--- config.mk ---
export PLATFORM = sky130hd
export DESIGN_NAME = mblock_arb
export DESIGN_NICKNAME = d
export VERILOG_FILES = /design/src/rtl/mblock_arb.sv
export SDC_FILE = /design/constraint.sdc
export NUM_CORES = 1
export LEC_CHECK = 0
export CAP_MARGIN = 20
export CORE_MARGIN = 5
export CORE_UTILIZATION = 45
export DETAILED_ROUTE_END_ITERATION = 8
export PLACE_DENSITY = 0.7
export SYNTH_ARGS = -nofsm -noshare
export SYNTH_HDL_FRONTEND = slang
export SYNTH_SLANG_ARGS = --single-unit
--- constraint.sdc ---
create_clock -name clk -period 3.3 [get_ports clk]
set_clock_uncertainty 0.1 [all_clocks]
set_input_delay 0.66 -clock clk [delete_from_list [all_inputs] [get_ports clk]]
set_output_delay 0.66 -clock clk [all_outputs]
set_load 0.005 [all_outputs]
--- src/rtl/mblock_arb.sv ---
// ---------------------------------------------------------------------------
// mblock_arb
//   Round-robin scheduler sharing one multiple-constant-multiplier block
//   (X*5748 and X*87, LAT clocks of latency) between NREQ requesters.
//   A tag pipeline follows each issued operand through the block, and a
//   credit-controlled result FIFO absorbs response back-pressure so that no
//   product is ever dropped.
//
//   Optional feature macro: MBLOCK_ARB_STATS_EN (adds issue/stall counters).
//
// Ports
//   clk         clock shared with the multiplier block
//   rst         synchronous active-high reset
//   req_valid   per-requester operand valid            [NREQ]
//   req_x       packed signed operands, i at [i*XW +: XW]
//   req_ready   one-hot-or-zero accept                 [NREQ]
//   mb_x        operand to the shared block            [XW]
//   mb_y0       X*5748 from the shared block           [Y0W]
//   mb_y1       X*87 from the shared block             [Y1W]
//   rsp_valid   head result available
//   rsp_ready   consumer accepts head result
//   rsp_id      owner of the head result               [$clog2(NREQ)]
//   rsp_y0      head X*5748                            [Y0W]
//   rsp_y1      head X*87                              [Y1W]
//   stat_issue  (MBLOCK_ARB_STATS_EN) wrapping issue count      [32]
//   stat_stall  (MBLOCK_ARB_STATS_EN) wrapping stall-cycle count [32]
// ---------------------------------------------------------------------------
module mblock_arb #(
  parameter int NREQ   = 4,
  parameter int XW     = 8,
  parameter int Y0W    = 21,
  parameter int Y1W    = 15,
  parameter int LAT    = 1,
  parameter int FDEPTH = 4
) (
  input  logic                      clk,
  input  logic                      rst,
  input  logic [NREQ-1:0]           req_valid,
  input  logic [NREQ*XW-1:0]        req_x,
  output logic [NREQ-1:0]           req_ready,
  output logic [XW-1:0]             mb_x,
  input  logic [Y0W-1:0]            mb_y0,
  input  logic [Y1W-1:0]            mb_y1,
  output logic                      rsp_valid,
  input  logic                      rsp_ready,
  output logic [$clog2(NREQ)-1:0]   rsp_id,
  output logic [Y0W-1:0]            rsp_y0,
  output logic [Y1W-1:0]            rsp_y1
`ifdef MBLOCK_ARB_STATS_EN
  ,
  output logic [31:0]               stat_issue,
  output logic [31:0]               stat_stall
`endif
);

  localparam int IW = $clog2(NREQ);
  localparam int PW = (FDEPTH > 1) ? $clog2(FDEPTH) : 1;
  localparam int CW = $clog2(FDEPTH + 1);

  // FIFO pointer advance with wrap at FDEPTH (depth need not be a power of 2).
  function automatic logic [PW-1:0] ptr_inc(input logic [PW-1:0] p);
    logic [PW-1:0] r;
    if (p == PW'(FDEPTH - 1)) begin
      r = {PW{1'b0}};
    end else begin
      r = p + PW'(1);
    end
    return r;
  endfunction

  // Arbitration state and decisions
  logic [IW-1:0]   last_r;
  logic            gnt_vld_s;
  logic [IW-1:0]   gnt_idx_s;
  logic            credit_ok_s;
  logic            issue_s;
  logic [CW-1:0]   credit_r;

  // Tag pipeline: one {valid, id} pair per block latency stage
  logic [LAT-1:0]  tag_vld_r;
  logic [IW-1:0]   tag_id_r [LAT];

  // Result FIFO
  logic [IW-1:0]   fifo_id_r [FDEPTH];
  logic [Y0W-1:0]  fifo_y0_r [FDEPTH];
  logic [Y1W-1:0]  fifo_y1_r [FDEPTH];
  logic [PW-1:0]   wr_ptr_r;
  logic [PW-1:0]   rd_ptr_r;
  logic [CW-1:0]   count_r;
  logic            fifo_wr_s;
  logic            pop_s;

  // Round-robin search starting one past the last grant, wrapping modulo NREQ.
  always_comb begin
    logic [IW:0]   sum;
    logic [IW-1:0] cand;
    gnt_vld_s = 1'b0;
    gnt_idx_s = {IW{1'b0}};
    sum       = {(IW+1){1'b0}};
    cand      = {IW{1'b0}};
    for (int k = 1; k <= NREQ; k++) begin
      sum = {1'b0, last_r} + (IW+1)'(k);
      if (sum >= (IW+1)'(NREQ)) begin
        sum = sum - (IW+1)'(NREQ);
      end else begin
        sum = sum;
      end
      cand = sum[IW-1:0];
      if (!gnt_vld_s && req_valid[cand]) begin
        gnt_vld_s = 1'b1;
        gnt_idx_s = cand;
      end else begin
        gnt_vld_s = gnt_vld_s;
      end
    end
  end

  // Accept/issue decision and operand mux toward the shared block.
  always_comb begin
    credit_ok_s = (credit_r < CW'(FDEPTH));
    // Reset gates the accept directly so nothing is issued while rst is high.
    issue_s     = gnt_vld_s & credit_ok_s & ~rst;
    if (issue_s) begin
      req_ready = NREQ'(1) << gnt_idx_s;
      mb_x      = req_x[gnt_idx_s*XW +: XW];
    end else begin
      req_ready = {NREQ{1'b0}};
      mb_x      = {XW{1'b0}};
    end
  end

  // Round-robin pointer: moves to the granted index only on an issue.
  always_ff @(posedge clk) begin
    if (rst) begin
      last_r <= IW'(NREQ - 1);
    end else if (issue_s) begin
      last_r <= gnt_idx_s;
    end else begin
      last_r <= last_r;
    end
  end

  // Tag shift register tracking operand ownership through the block latency.
  always_ff @(posedge clk) begin
    if (rst) begin
      tag_vld_r <= {LAT{1'b0}};
      for (int i = 0; i < LAT; i++) begin
        tag_id_r[i] <= {IW{1'b0}};
      end
    end else begin
      tag_vld_r[0] <= issue_s;
      tag_id_r[0]  <= gnt_idx_s;
      for (int i = 1; i < LAT; i++) begin
        tag_vld_r[i] <= tag_vld_r[i-1];
        tag_id_r[i]  <= tag_id_r[i-1];
      end
    end
  end

  // FIFO handshake strobes; the write is gated by rst so products of
  // operands issued before a reset are never stored.
  always_comb begin
    fifo_wr_s = tag_vld_r[LAT-1] & ~rst;
    pop_s     = rsp_valid & rsp_ready;
  end

  // FIFO storage write; no reset needed because unread entries are masked.
  always_ff @(posedge clk) begin
    if (fifo_wr_s) begin
      fifo_id_r[wr_ptr_r] <= tag_id_r[LAT-1];
      fifo_y0_r[wr_ptr_r] <= mb_y0;
      fifo_y1_r[wr_ptr_r] <= mb_y1;
    end
  end

  // FIFO pointers and occupancy; write and pop may coincide even when full.
  always_ff @(posedge clk) begin
    if (rst) begin
      wr_ptr_r <= {PW{1'b0}};
      rd_ptr_r <= {PW{1'b0}};
      count_r  <= {CW{1'b0}};
    end else begin
      if (fifo_wr_s) begin
        wr_ptr_r <= ptr_inc(wr_ptr_r);
      end
      if (pop_s) begin
        rd_ptr_r <= ptr_inc(rd_ptr_r);
      end
      count_r <= count_r + CW'(fifo_wr_s) - CW'(pop_s);
    end
  end

  // Credit = in-flight tags + FIFO occupancy; bounds issues to free FIFO slots.
  always_ff @(posedge clk) begin
    if (rst) begin
      credit_r <= {CW{1'b0}};
    end else begin
      credit_r <= credit_r + CW'(issue_s) - CW'(pop_s);
    end
  end

  // Head-of-FIFO presentation; fields read as zero while empty.
  always_comb begin
    rsp_valid = (count_r != {CW{1'b0}});
    if (rsp_valid) begin
      rsp_id = fifo_id_r[rd_ptr_r];
      rsp_y0 = fifo_y0_r[rd_ptr_r];
      rsp_y1 = fifo_y1_r[rd_ptr_r];
    end else begin
      rsp_id = {IW{1'b0}};
      rsp_y0 = {Y0W{1'b0}};
      rsp_y1 = {Y1W{1'b0}};
    end
  end

`ifdef MBLOCK_ARB_STATS_EN
  // Wrapping issue and stall counters.
  always_ff @(posedge clk) begin
    if (rst) begin
      stat_issue <= 32'd0;
      stat_stall <= 32'd0;
    end else begin
      if (issue_s) begin
        stat_issue <= stat_issue + 32'd1;
      end
      if ((|req_valid) && !issue_s) begin
        stat_stall <= stat_stall + 32'd1;
      end
    end
  end
`endif

  mblock_arb_chk #(
    .FDEPTH (FDEPTH),
    .CW     (CW)
  ) u_chk (
    .clk        (clk),
    .rst        (rst),
    .fifo_wr    (fifo_wr_s),
    .fifo_pop   (pop_s),
    .fifo_count (count_r),
    .credit     (credit_r)
  );

endmodule

// ---------------------------------------------------------------------------
// mblock_arb_chk
//   Invariant checker for mblock_arb: FIFO never overflows, credit stays
//   within FDEPTH and always covers the FIFO occupancy.
// Ports
//   clk, rst    clock and synchronous reset of the checked block
//   fifo_wr     FIFO write strobe
//   fifo_pop    FIFO pop strobe
//   fifo_count  FIFO occupancy [CW]
//   credit      outstanding credit [CW]
// ---------------------------------------------------------------------------
module mblock_arb_chk #(
  parameter int FDEPTH = 4,
  parameter int CW     = 3
) (
  input logic          clk,
  input logic          rst,
  input logic          fifo_wr,
  input logic          fifo_pop,
  input logic [CW-1:0] fifo_count,
  input logic [CW-1:0] credit
);

  // A write into a full FIFO is legal only when the head leaves in the same cycle.
  a_no_overflow: assert property (@(posedge clk) disable iff (rst)
    !(fifo_wr && !fifo_pop && (fifo_count == CW'(FDEPTH))));

  a_credit_bound: assert property (@(posedge clk) disable iff (rst)
    credit <= CW'(FDEPTH));

  a_credit_covers: assert property (@(posedge clk) disable iff (rst)
    credit >= fifo_count);

endmodule

After elaboration in Yosys (flattened, before gate mapping)
Memories as Yosys holds them, arrays and structs flattened. A register that Yosys moved wholly into a read port is not among the register bits.
Index checks and enable logic that the tools add are counted.
{"block": "totals", "reg_bits": 13, "mem_bits_rw": 154, "out_inout_bits": 51, "elab_cells": 90, "n_memories": 4}
{"block": "classes", "addsub": 14, "order_cmp": 9, "eq_ne": 2, "shift": 2, "mux": 40, "n_bitwise": 5, "reduce_logical": 8}
{"name": "fifo_y0_r", "depth": 4, "width": 21, "read_ports": 1, "rd_clocked_by_memory_dff": 1, "write_ports": 1, "line": "85", "rtl": "logic [Y0W-1:0] fifo_y0_r [FDEPTH];"}
{"name": "fifo_y1_r", "depth": 4, "width": 15, "read_ports": 1, "rd_clocked_by_memory_dff": 1, "write_ports": 1, "line": "86", "rtl": "logic [Y1W-1:0] fifo_y1_r [FDEPTH];"}
{"name": "fifo_id_r", "depth": 4, "width": 2, "read_ports": 1, "rd_clocked_by_memory_dff": 1, "write_ports": 1, "line": "84", "rtl": "logic [IW-1:0] fifo_id_r [FDEPTH];"}
{"name": "tag_id_r", "depth": 1, "width": 2, "read_ports": 1, "rd_clocked_by_memory_dff": 0, "write_ports": 1, "line": "81", "rtl": "logic [IW-1:0] tag_id_r [LAT];"}
{"operator": "2-bit 2-to-1 mux", "n": 18}
{"operator": "32-bit by 6-bit indexed part select with 8-bit output", "n": 1}
{"operator": "21-bit 2-to-1 mux", "n": 1}
{"operator": "15-bit 2-to-1 mux", "n": 1}
{"operator": "1-bit 2-to-1 mux", "n": 14}
{"operator": "3-bit >= comparator, second input constant", "n": 4}
{"operator": "2-bit by 3-bit less-than comparator with 1-bit output, second input constant", "n": 4}
{"operator": "1-bit binary-select mux with 2-bit select", "n": 4}
{"operator": "8-bit 2-to-1 mux", "n": 1}
{"operator": "2-bit by 1-bit subtractor with 2-bit output, second input constant", "n": 4}
{"operator": "2-bit by 2-bit adder with 3-bit output, second input constant", "n": 2}
{"operator": "3-bit by 1-bit adder with 3-bit output", "n": 2}
{"operator": "3-bit by 1-bit subtractor with 3-bit output", "n": 2}
{"operator": "2-bit by 1-bit adder with 2-bit output, second input constant", "n": 2}
{"operator": "1-bit bitwise AND", "n": 4}
{"operator": "2-bit == test, second input constant", "n": 2}
{"operator": "4-bit 2-to-1 mux", "n": 1}
{"operator": "1-bit by 2-bit left shift with 4-bit output, first input constant", "n": 1}
{"operator": "2-bit by 1-bit adder with 3-bit output, second input constant", "n": 1}
{"operator": "2-bit by 3-bit adder with 3-bit output, second input constant", "n": 1}
{"operator": "1-bit logical AND", "n": 3}
{"operator": "1-bit zero test", "n": 3}
{"operator": "3-bit less-than comparator, second input constant", "n": 1}
{"operator": "3-bit nonzero test", "n": 1}
{"operator": "other kinds (2)", "n": 2}

Logic depth before layout (Yosys ltp)
Gate-level depths: netlist (run 1).
{"block": "logic_depth", "word_depth": 19, "depth_mapped": 10, "mapped_depth_nobuf": 10}

Worst setup path after synthesis (run 1)
Ideal clock, no wire load.
{"block": "synth_timing", "path_kind": "input port to flip-flop", "from": "in rst", "to": "mem fifo_id_r[0][0] in the netlist's numbering, enable pin", "setup_ns": 0.399, "t_arrival_ns": 1.992, "required_ns": 2.801, "slack_ns": 0.809, "cell_stages": 3, "n_path_buf": 1, "cell_sequence": "clkbuf_1 > nor2b_1 > and2_1"}
{"block": "synth_between", "elab_chain_len": 4}
{"item": "from (decl)", "line": "37", "rtl": "input logic rst,"}
{"item": "1-bit NOT", "line": "163", "rtl": "fifo_wr_s = tag_vld_r[LAT-1] & ~rst;"}
{"item": "1-bit bitwise AND", "line": "163"}
{"item": "1-bit 2-to-1 mux", "line": "169", "rtl": "if (fifo_wr_s) begin"}
{"item": "1-bit 2-to-1 mux (implied by the code)", "line": "170", "rtl": "fifo_id_r[wr_ptr_r] <= tag_id_r[LAT-1];"}
{"item": "to (decl)", "line": "84"}
Every way passes these cells.

Worst setup path in the final report (run 1)
{"block": "layout_timing", "from": "in req_valid[1]", "to": "out mb_x[1]"}
{"block": "layout_between", "elab_chain_len": 15}
{"item": "from (decl)", "line": "38", "rtl": "input logic [NREQ-1:0] req_valid,"}
{"item": "branches (longest 14 deep; another with 1-bit binary-select mux with 2-bit select)"}
{"item": "8-bit 2-to-1 mux *", "line": "123", "rtl": "if (issue_s) begin"}
{"item": "to (decl)", "line": "41", "rtl": "output logic [XW-1:0] mb_x,"}
Mark *: on every way between the ends. The select of a mux whose other input is x is not followed.

==> results.ini, run 1 <==
[global_routing]
grt_pass1_wl_mm = 21.8
grt_overflow_total = 0
global_route_usage_over_all_layers_pct = 16.0
largest_net_degree_at_the_start_of_global_routing = 40
grt_antenna_before_repair = 1
grt_pass1_vias = 4115

[sta]
max_clock_freq_mhz = 315
rsz0062_at_grt = yes
timing.final.setup_violations = 0
layout_min_cycle_time_ps = 3170
min_period_over_period_pct = 96.1
final.setup.worst_slack_ps = 130
slew_limit_headroom_pct = 71.8
final-hold-violation-count = 0
timing.final.max_slew_violations = 0
worst_pin_slew_ps = 423

[logic_synthesis]
post_synth_num_cell_types = 29
synth.largest_area_cell = sky130_fd_sc_hd__edfxtp_1
synth.net_count = 452
netlist_top_cells_area = sky130_fd_sc_hd__edfxtp_1 (67%), sky130_fd_sc_hd__mux4_2 (13%), sky130_fd_sc_hd__dfxtp_1 (5.0%), sky130_fd_sc_hd__and2_1 (3.8%), sky130_fd_sc_hd__mux2i_1 (2.6%)
syn_avg_cell_area_um2 = 18.7
netlist.area_leader.share_pct = 66.8
gate_count_after_technology_mapping = 366
mapped_cell_area_um2 = 6830
yosysWarningCount = 0
ys_seq_elements = 169
proportion_of_synthesized_chip_area_in_sequential_cells_pct = 71.8

[floorplan]
die_area_um2 = 17700
fp.dieH_um = 133
ioPinCount = 126
area_of_the_core_region_um2 = 15000
die_width_um = 133
placementRows = 45
floorplan.initialDensity_pct = 45.4

[detailed_routing]
route.vias.total = 3745
viasPerCell = 5.21
remaining_drc_errors = 0
firstDrtPassIters = 4
routed_wire_length_mm = 13.7
detail-route-antenna-nets = 0
detailedRoute.firstIterationViolations = 235
routed_wire_length_per_instance_um = 19.0

[power]
net-switching-power_mw = 1.66
highest_ir_drop_seen_on_vdd_mv = 0.389
pwr-share-comb_pct = 29.8
power_switching_share_pct = 25.5
pwr_density_cell_nw_per_um2 = 712
internal-power_mw = 4.83
power.share.clock_pct = 30.6
cell_leakage_power_nw = 3.24
power_mw = 6.49
sequentialPowerShare_pct = 39.6

[final_layout]
layout.cells.most_common_list = sky130_fd_sc_hd__edfxtp_1 (152), sky130_fd_sc_hd__clkdlybuf4s50_1 (115), sky130_fd_sc_hd__mux4_2 (38), sky130_fd_sc_hd__and2_1 (38), sky130_fd_sc_hd__buf_4 (22)
fin_nets = 604
nFillCells = 1102
syn2layout_area_growth_pct = 33.6
mostFrequentLayoutCell = sky130_fd_sc_hd__edfxtp_1
final_layout_size_suffix_gt1_share_pct = 20.5
ff_latch_area_um2 = 4910
multi_input_comb_area_um2 = 1820
insertedDiodeCount = 0
postLayoutCoreUtil_pct = 60.7

[place]
placement.setup.worst_slack_ps = -223
place.gp.congestion = 0.824
buffer_ports.inserted = 125
post-dp-hpwl_mm = 9.03

[setup_path]
criticalPathCategory = input pin to output port
worst-path-max-fanout = 16
startpoint_type = input pin
critical_path_rt_ps = 2540
critical_path.endpoint_type = output port
timing.critical_path.arrival_ps = 2410

[clocking]
clockRootBuffer = sky130_fd_sc_hd__clkbuf_16
cts_max_path_buffers = 2
h-tree-depth = 4
cts_hold_repair.buffers = 0
worstSkewPairLatency_ps = 420
cts-buffers-inserted = 17
cts.clk_slew.worst_paths_ps = 60
tritoncts = done
cts.sink_count = 169

[run_status]
status = complete, no violations

[hold_path]
worst_hold_path_type = flop to flop

[flow_run]
max_cap_violations = 0

-- worst paths after layout --
path | startpoint | to | slack [ps] | cells past startpoint
max | req_valid[1] | mb_x[1] | 130 | 8
min | tag_id_r[0][1] | fifo_id_r[3][1] | 390 | 0
max reg2reg | count_r[1] | credit_r[2] | 850 | 10
min reg2reg | tag_id_r[0][1] | fifo_id_r[3][1] | 390 | 0
-- synth_stat cells (all sizes together) --
| cell | n |
|---|---|
| o211ai | 1 |
| o221ai | 1 |
| mux4 | 38 |
| nand2 | 5 |
| nor3 | 2 |
| o22ai | 8 |
| and2 | 42 |
| dfxtp | 17 |
| o21ai | 1 |
| ha | 9 |
| or3 | 2 |
| nor2b | 5 |
| mux2i | 18 |
| a211oi | 1 |
| clkbuf | 7 |
| xnor2 | 4 |
| edfxtp | 152 |
| nand2b | 4 |
| buf | 10 |
| fa | 2 |
| a211o | 2 |
| nor2 | 18 |
| inv | 13 |
| a21o | 1 |
| a21oi | 3 |
-- critical path, cell delays in order --
cell	delay, ps
sky130_fd_sc_hd__dlymetal6s2s_1	160
sky130_fd_sc_hd__nor2_1	160
sky130_fd_sc_hd__nor3_1	80
sky130_fd_sc_hd__a211oi_2	340
sky130_fd_sc_hd__buf_12	210
sky130_fd_sc_hd__mux2i_1	90
sky130_fd_sc_hd__o22ai_1	170
sky130_fd_sc_hd__clkdlybuf4s50_1	540
-- layout make-up --
type | instances | share of cell area, %
clock buffer | 17 | 4.66
timing repair buffer | 150 | 16.5
tap | 188 | 2.58
multi-input combinational | 167 | 20.0
clock inverter | 15 | 1.93
inverter | 13 | 0.535
sequential | 169 | 53.8
-- timing repair --
item | in CTS | in global routing
buffers inserted | 0 | 4
setup endpoints to repair | 12 | 20
resized for setup | 3 | 14
endpoints found under the hold margin | 0 | 0
pin swaps | 0 | 1
-- per-layer routing --
layer | global-route usage [%] | vias to the layer above | wire length [um]
met3 | 6.46 | 20 | 1190
met4 | 4.91 | 2 | 180
met2 | 26.3 | 148 | 6780
li1 | - | 1725 | -
met5 | 0 | - | 18
met1 | 19.7 | 1850 | 5500
-- power by group through the flow --
stage | Combinational [mW] | Clock [mW] | Sequential, mW
final | 1.93 | 1.99 | 2.57
after detailed placement | 1.90 | 0 | 2.65
after global placement | 1.87 | 0 | 2.64
after floorplan | 0.993 | 0 | 2.57
after global routing | 2.12 | 2.13 | 2.59
after CTS | 1.92 | 2.03 | 2.60
-- stage by stage --
step,hold slack [ps],cells,TNS [ps],instance area [um^2]
floorplan,338,366,0,6830
global placement,350,683,-1340,8430
detailed placement,378,683,-1910,8430
CTS,393,715,-1490,9050
global route,420,719,-24.7,9120
finish,393,719,0,9120
-- sequential cells by signal (all words and copies together) (netlist names), named ones only --
signal and flops:
wr_ptr_r 2, fifo_id_r 8, tag_id_r 2, rd_ptr_r 2
tag_vld_r 1, fifo_y0_r 84, credit_r 3, last_r 2
fifo_y1_r 60, count_r 3
-- logic make-up after synthesis --
family / after synthesis / synth area share, %
AOI/OAI and AO/OA: 18 / 1.91
xor gates and xnor gates: 4 / 0.513
adders and majority gates: 11 / 2.24
buffers and inverters: 30 / 2.05
DFF: 169 / 71.8
muxes: 56 / 15.2
and+or+nand+nor: 78 / 6.30
No activity file was read; power rests on OpenSTA's default activity.
==> run 2, diff against run 1 <==
--- a/config.mk
+++ b/config.mk
@@ -5,11 +5,14 @@
 export SDC_FILE = /design/constraint.sdc
 export NUM_CORES = 1
 export LEC_CHECK = 0
+export ABC_AREA = 1
+export ABC_CLOCK_PERIOD_IN_PS = 3300
 export CAP_MARGIN = 20
 export CORE_MARGIN = 5
 export CORE_UTILIZATION = 45
 export DETAILED_ROUTE_END_ITERATION = 8
 export PLACE_DENSITY = 0.7
+export SLEW_MARGIN = 15
 export SYNTH_ARGS = -nofsm -noshare
 export SYNTH_HDL_FRONTEND = slang
 export SYNTH_SLANG_ARGS = --single-unit
==> results.ini, run 2 <==
[clocking]
clockRootBuffer = sky130_fd_sc_hd__clkbuf_16
tritoncts = done
cts_hold_repair.buffers = 0  ; unchanged
cts.clk_slew.worst_paths_ps = 60  ; about the same
cts.sink_count = 169  ; unchanged
cts-buffers-inserted = 17  ; unchanged
h-tree-depth = 4  ; unchanged
cts_max_path_buffers = 2  ; unchanged
worstSkewPairLatency_ps = 420  ; about the same

[detailed_routing]
remaining_drc_errors = 0  ; unchanged
routed_wire_length_mm = 16.8  ; +23%
viasPerCell = 5.07  ; -2.7%
route.vias.total = 5340  ; +43%
detailedRoute.firstIterationViolations = 418  ; +78%
routed_wire_length_per_instance_um = 16.0  ; -16%
detail-route-antenna-nets = 0  ; unchanged
firstDrtPassIters = 4  ; unchanged

[floorplan]
area_of_the_core_region_um2 = 15800  ; +5.3%
placementRows = 46  ; +2.2%
die_width_um = 137  ; +2.7%
floorplan.initialDensity_pct = 45.7  ; +0.24 points
ioPinCount = 126  ; unchanged
die_area_um2 = 18700  ; +5.4%
fp.dieH_um = 137  ; +2.7%

[place]
placed_cell_area_um2 = 8900  ; +5.5%
placement.setup.worst_slack_ps = -381  ; -158 ps
buffer_ports.inserted = 125  ; unchanged
post-dp-hpwl_mm = 10.3  ; +15%
place.gp.congestion = 0.936  ; +14%

[logic_synthesis]
ys_seq_elements = 169  ; unchanged
synthMostInstantiatedCell = sky130_fd_sc_hd__nor2_1
synth.largest_area_cell = sky130_fd_sc_hd__edfxtp_1
ys.flop_type = sky130_fd_sc_hd__edfxtp_1
mapped_cell_area_um2 = 7230  ; +5.8%
synth.net_count = 763  ; +69%
postSynth.asyncResetShare_pct = 0  ; unchanged
proportion_of_synthesized_chip_area_in_sequential_cells_pct = 67.9  ; -4.0 points
netlist_top_cells_area = sky130_fd_sc_hd__edfxtp_1 (63%), sky130_fd_sc_hd__nor2_1 (8.9%), sky130_fd_sc_hd__o21ai_0 (5.7%), sky130_fd_sc_hd__dfxtp_1 (4.7%), sky130_fd_sc_hd__a21oi_1 (3.1%)
synth_commonest_cells = sky130_fd_sc_hd__nor2_1 (172), sky130_fd_sc_hd__edfxtp_1 (152), sky130_fd_sc_hd__o21ai_0 (83)
netlist.area_leader.share_pct = 63.1  ; -3.7 points
yosysWarningCount = 0  ; unchanged
syn_avg_cell_area_um2 = 10.7  ; -43%
gate_count_after_technology_mapping = 677  ; +85%
number_of_flops_mapped_to_enable_cells_by_yosys = 152  ; unchanged
post_synth_num_cell_types = 29  ; unchanged

[sta]
min_period_over_period_pct = 95.6  ; -0.47 points
max_clock_freq_mhz = 317  ; +0.49%
timing.final.max_slew_violations = 0  ; unchanged
slew_limit_headroom_pct = 64.6  ; -7.2 points
layout_min_cycle_time_ps = 3150  ; -15.4 ps
worst_pin_slew_ps = 531  ; +108 ps
timing.final.setup_violations = 0  ; unchanged
final.setup.worst_slack_ps = 145  ; +15.4 ps
final-hold-violation-count = 0  ; unchanged

[setup_path]
criticalPathCategory = flop to output port
timing.critical_path.arrival_ps = 2390  ; -20 ps
crit-reg2reg-capture = credit_r[2]
critical_path_rt_ps = 2540  ; about the same
reg2reg_depth = 14  ; +4
worst-path-max-fanout = 9  ; -7
regToRegSetupSlack_ps = 720  ; -130 ps
crit-reg2reg-launch = last_r[0]
critical_path.endpoint_type = output port
startpoint_type = flop

[final_layout]
post-route-cell-area_um2 = 9650  ; +5.8%
largest_reg_flops = 84  ; unchanged
syn2layout_area_growth_pct = 33.5  ; about the same
final_layout_size_suffix_gt1_share_pct = 14.1  ; -6.4 points
largest_registers = fifo_y0_r x84, fifo_y1_r x60, fifo_id_r x8
fin_nets = 911  ; +51%
mostFrequentLayoutCell = sky130_fd_sc_hd__nor2_1
insertedDiodeCount = 0  ; unchanged
layout.cells.most_common_list = sky130_fd_sc_hd__nor2_1 (167), sky130_fd_sc_hd__edfxtp_1 (152), sky130_fd_sc_hd__clkdlybuf4s50_1 (109), sky130_fd_sc_hd__o21ai_0 (82), sky130_fd_sc_hd__inv_1 (50)
biggest_register = fifo_y0_r

[global_routing]
grt_pass1_vias = 5363  ; +30%
global_route_usage_over_all_layers_pct = 18.4  ; +2.4 points
largest_net_degree_at_the_start_of_global_routing = 61  ; +53%
grt_pass1_wl_mm = 26.4  ; +21%
grt_overflow_total = 0  ; unchanged
grt_antenna_before_repair = 0  ; -1

[power]
power.share.clock_pct = 22.5  ; -8.1 points
net-switching-power_mw = 3.00  ; +81%
pwr_density_cell_nw_per_um2 = 879  ; +24%
sequentialPowerShare_pct = 32.2  ; -7.4 points
pwr-share-comb_pct = 45.3  ; +15 points
internal-power_mw = 5.49  ; +14%
power_switching_share_pct = 35.3  ; +9.8 points
highest_ir_drop_seen_on_vdd_mv = 0.563  ; +45%
cell_leakage_power_nw = 3.65  ; +13%

[hold_path]
min_from = tag_id_r[0][0]
worst_hold_path_type = flop to flop
endpoint_worst_hold = fifo_id_r[3][0]
instance_count_along_the_most_critical_hold_path = 0  ; unchanged

[run_status]
status = complete, no violations

[flow_run]
max_cap_violations = 0  ; unchanged

## run 2: cell types whose count changed after synthesis, moves of 5 or more
| cell | previous run | this run |
|---|---|---|
| sky130_fd_sc_hd__inv_1 | 13 | 52 |
| sky130_fd_sc_hd__o22ai_1 | 8 | 0 |
| sky130_fd_sc_hd__nor2_1 | 18 | 172 |
| sky130_fd_sc_hd__mux2i_1 | 18 | 0 |
| sky130_fd_sc_hd__nand2_1 | 5 | 57 |
| sky130_fd_sc_hd__nand2_2 | 0 | 11 |
| sky130_fd_sc_hd__o21ai_0 | 1 | 83 |
| sky130_fd_sc_hd__and2_1 | 42 | 0 |
| sky130_fd_sc_hd__clkbuf_1 | 7 | 29 |
| sky130_fd_sc_hd__nand3_1 | 0 | 15 |
| sky130_fd_sc_hd__a21oi_1 | 3 | 45 |
| sky130_fd_sc_hd__mux4_2 | 38 | 0 |
| sky130_fd_sc_hd__o21ai_1 | 0 | 8 |
| sky130_fd_sc_hd__nor2b_1 | 5 | 0 |
## run 2: critical path, stage by stage, from the launching register on
cell                              delay (ps)
sky130_fd_sc_hd__dfxtp_4                 380
sky130_fd_sc_hd__inv_4                   140
sky130_fd_sc_hd__nand2_1                  80
sky130_fd_sc_hd__nand2_2                 110
sky130_fd_sc_hd__nand2_2                  80
sky130_fd_sc_hd__nand2_2                 110
sky130_fd_sc_hd__nor2_4                   60
sky130_fd_sc_hd__nand3_1                  60
sky130_fd_sc_hd__nand2_1                  80
sky130_fd_sc_hd__inv_1                    70
sky130_fd_sc_hd__nand2_2                  90
sky130_fd_sc_hd__buf_6                   130
sky130_fd_sc_hd__nor2_4                  160
sky130_fd_sc_hd__nand3_1                 120
sky130_fd_sc_hd__o21ai_2                  90
sky130_fd_sc_hd__clkdlybuf4s15_2         220
## run 2: repair_timing
action,4_1_cts,5_1_grt
resized for setup,51,14
gates cloned,1,0
setup endpoints to repair,12,14
buffers inserted,7,2
pin swaps,11,8
## run 2: how the worst max path moves through the flow
stage,from,endpoint,cells past startpoint
after floorplan,rst,fifo_id_r[0][0],3
after global placement,req_valid[3],mb_x[1],16
after detailed placement,req_valid[3],mb_x[2],14
after CTS,req_valid[1],mb_x[7],16
after global routing,last_r[0],mb_x[7],16
final,last_r[0],mb_x[1],15
## run 2: cell families after synthesis
group,Yosys count,synth area share (%)
DFF,169,67.9
AOI/OAI and AO/OA,140,9.85
buffers and inverters,89,4.85
adders and majority gates,11,2.11
xor gates and xnor gates,2,0.242
and+or+nand+nor,266,15.1
## run 2: power groups by stage
stage               combinational (mW)  sequential, mW  clock (mW)
floorplan                         1.88            2.70           0
global placement                  3.46            2.75           0
detailed placement                3.56            2.76           0
CTS                               3.84            2.72        1.94
global route                      4.24            2.76        2.03
finish                            3.84            2.73        1.91
## run 2: final cells by class
cell class | count | area (um^2)
multi-input combinational | 420 | 2110
clock inverter | 14 | 148
timing repair buffer | 161 | 1570
sequential | 169 | 4920
inverter | 56 | 213
tap | 216 | 270
clock buffer | 18 | 429
fill | 1212 | 6180
## run 2: per-layer routing
metal | part of all wire, % | vias up | global-route usage [%]
met3 | 5.5 | 26 | 4.63
met2 | 50 | 156 | 31.8
li1 | - | 2594 | -
met1 | 42 | 2564 | 22.4
met5 | 0 | - | 0
met4 | 1.9 | 0 | 6.72
## run 2: per-stage QoR
| stage | power [mW] | hold slack (ps) | util (%) | instances | TNS [ps] |
|---|---|---|---|---|---|
| after floorplan | 4.58 | 338 | - | 677 | 0 |
| after global placement | 6.21 | 357 | 56.2 | 1012 | -2350 |
| after detailed placement | 6.33 | 373 | 56.2 | 1012 | -3620 |
| after CTS | 8.50 | 385 | 60.7 | 1052 | -26.3 |
| after global routing | 9.03 | 413 | 61.0 | 1054 | -0.295 |
| final | 8.48 | 390 | 61.0 | 1054 | 0 |
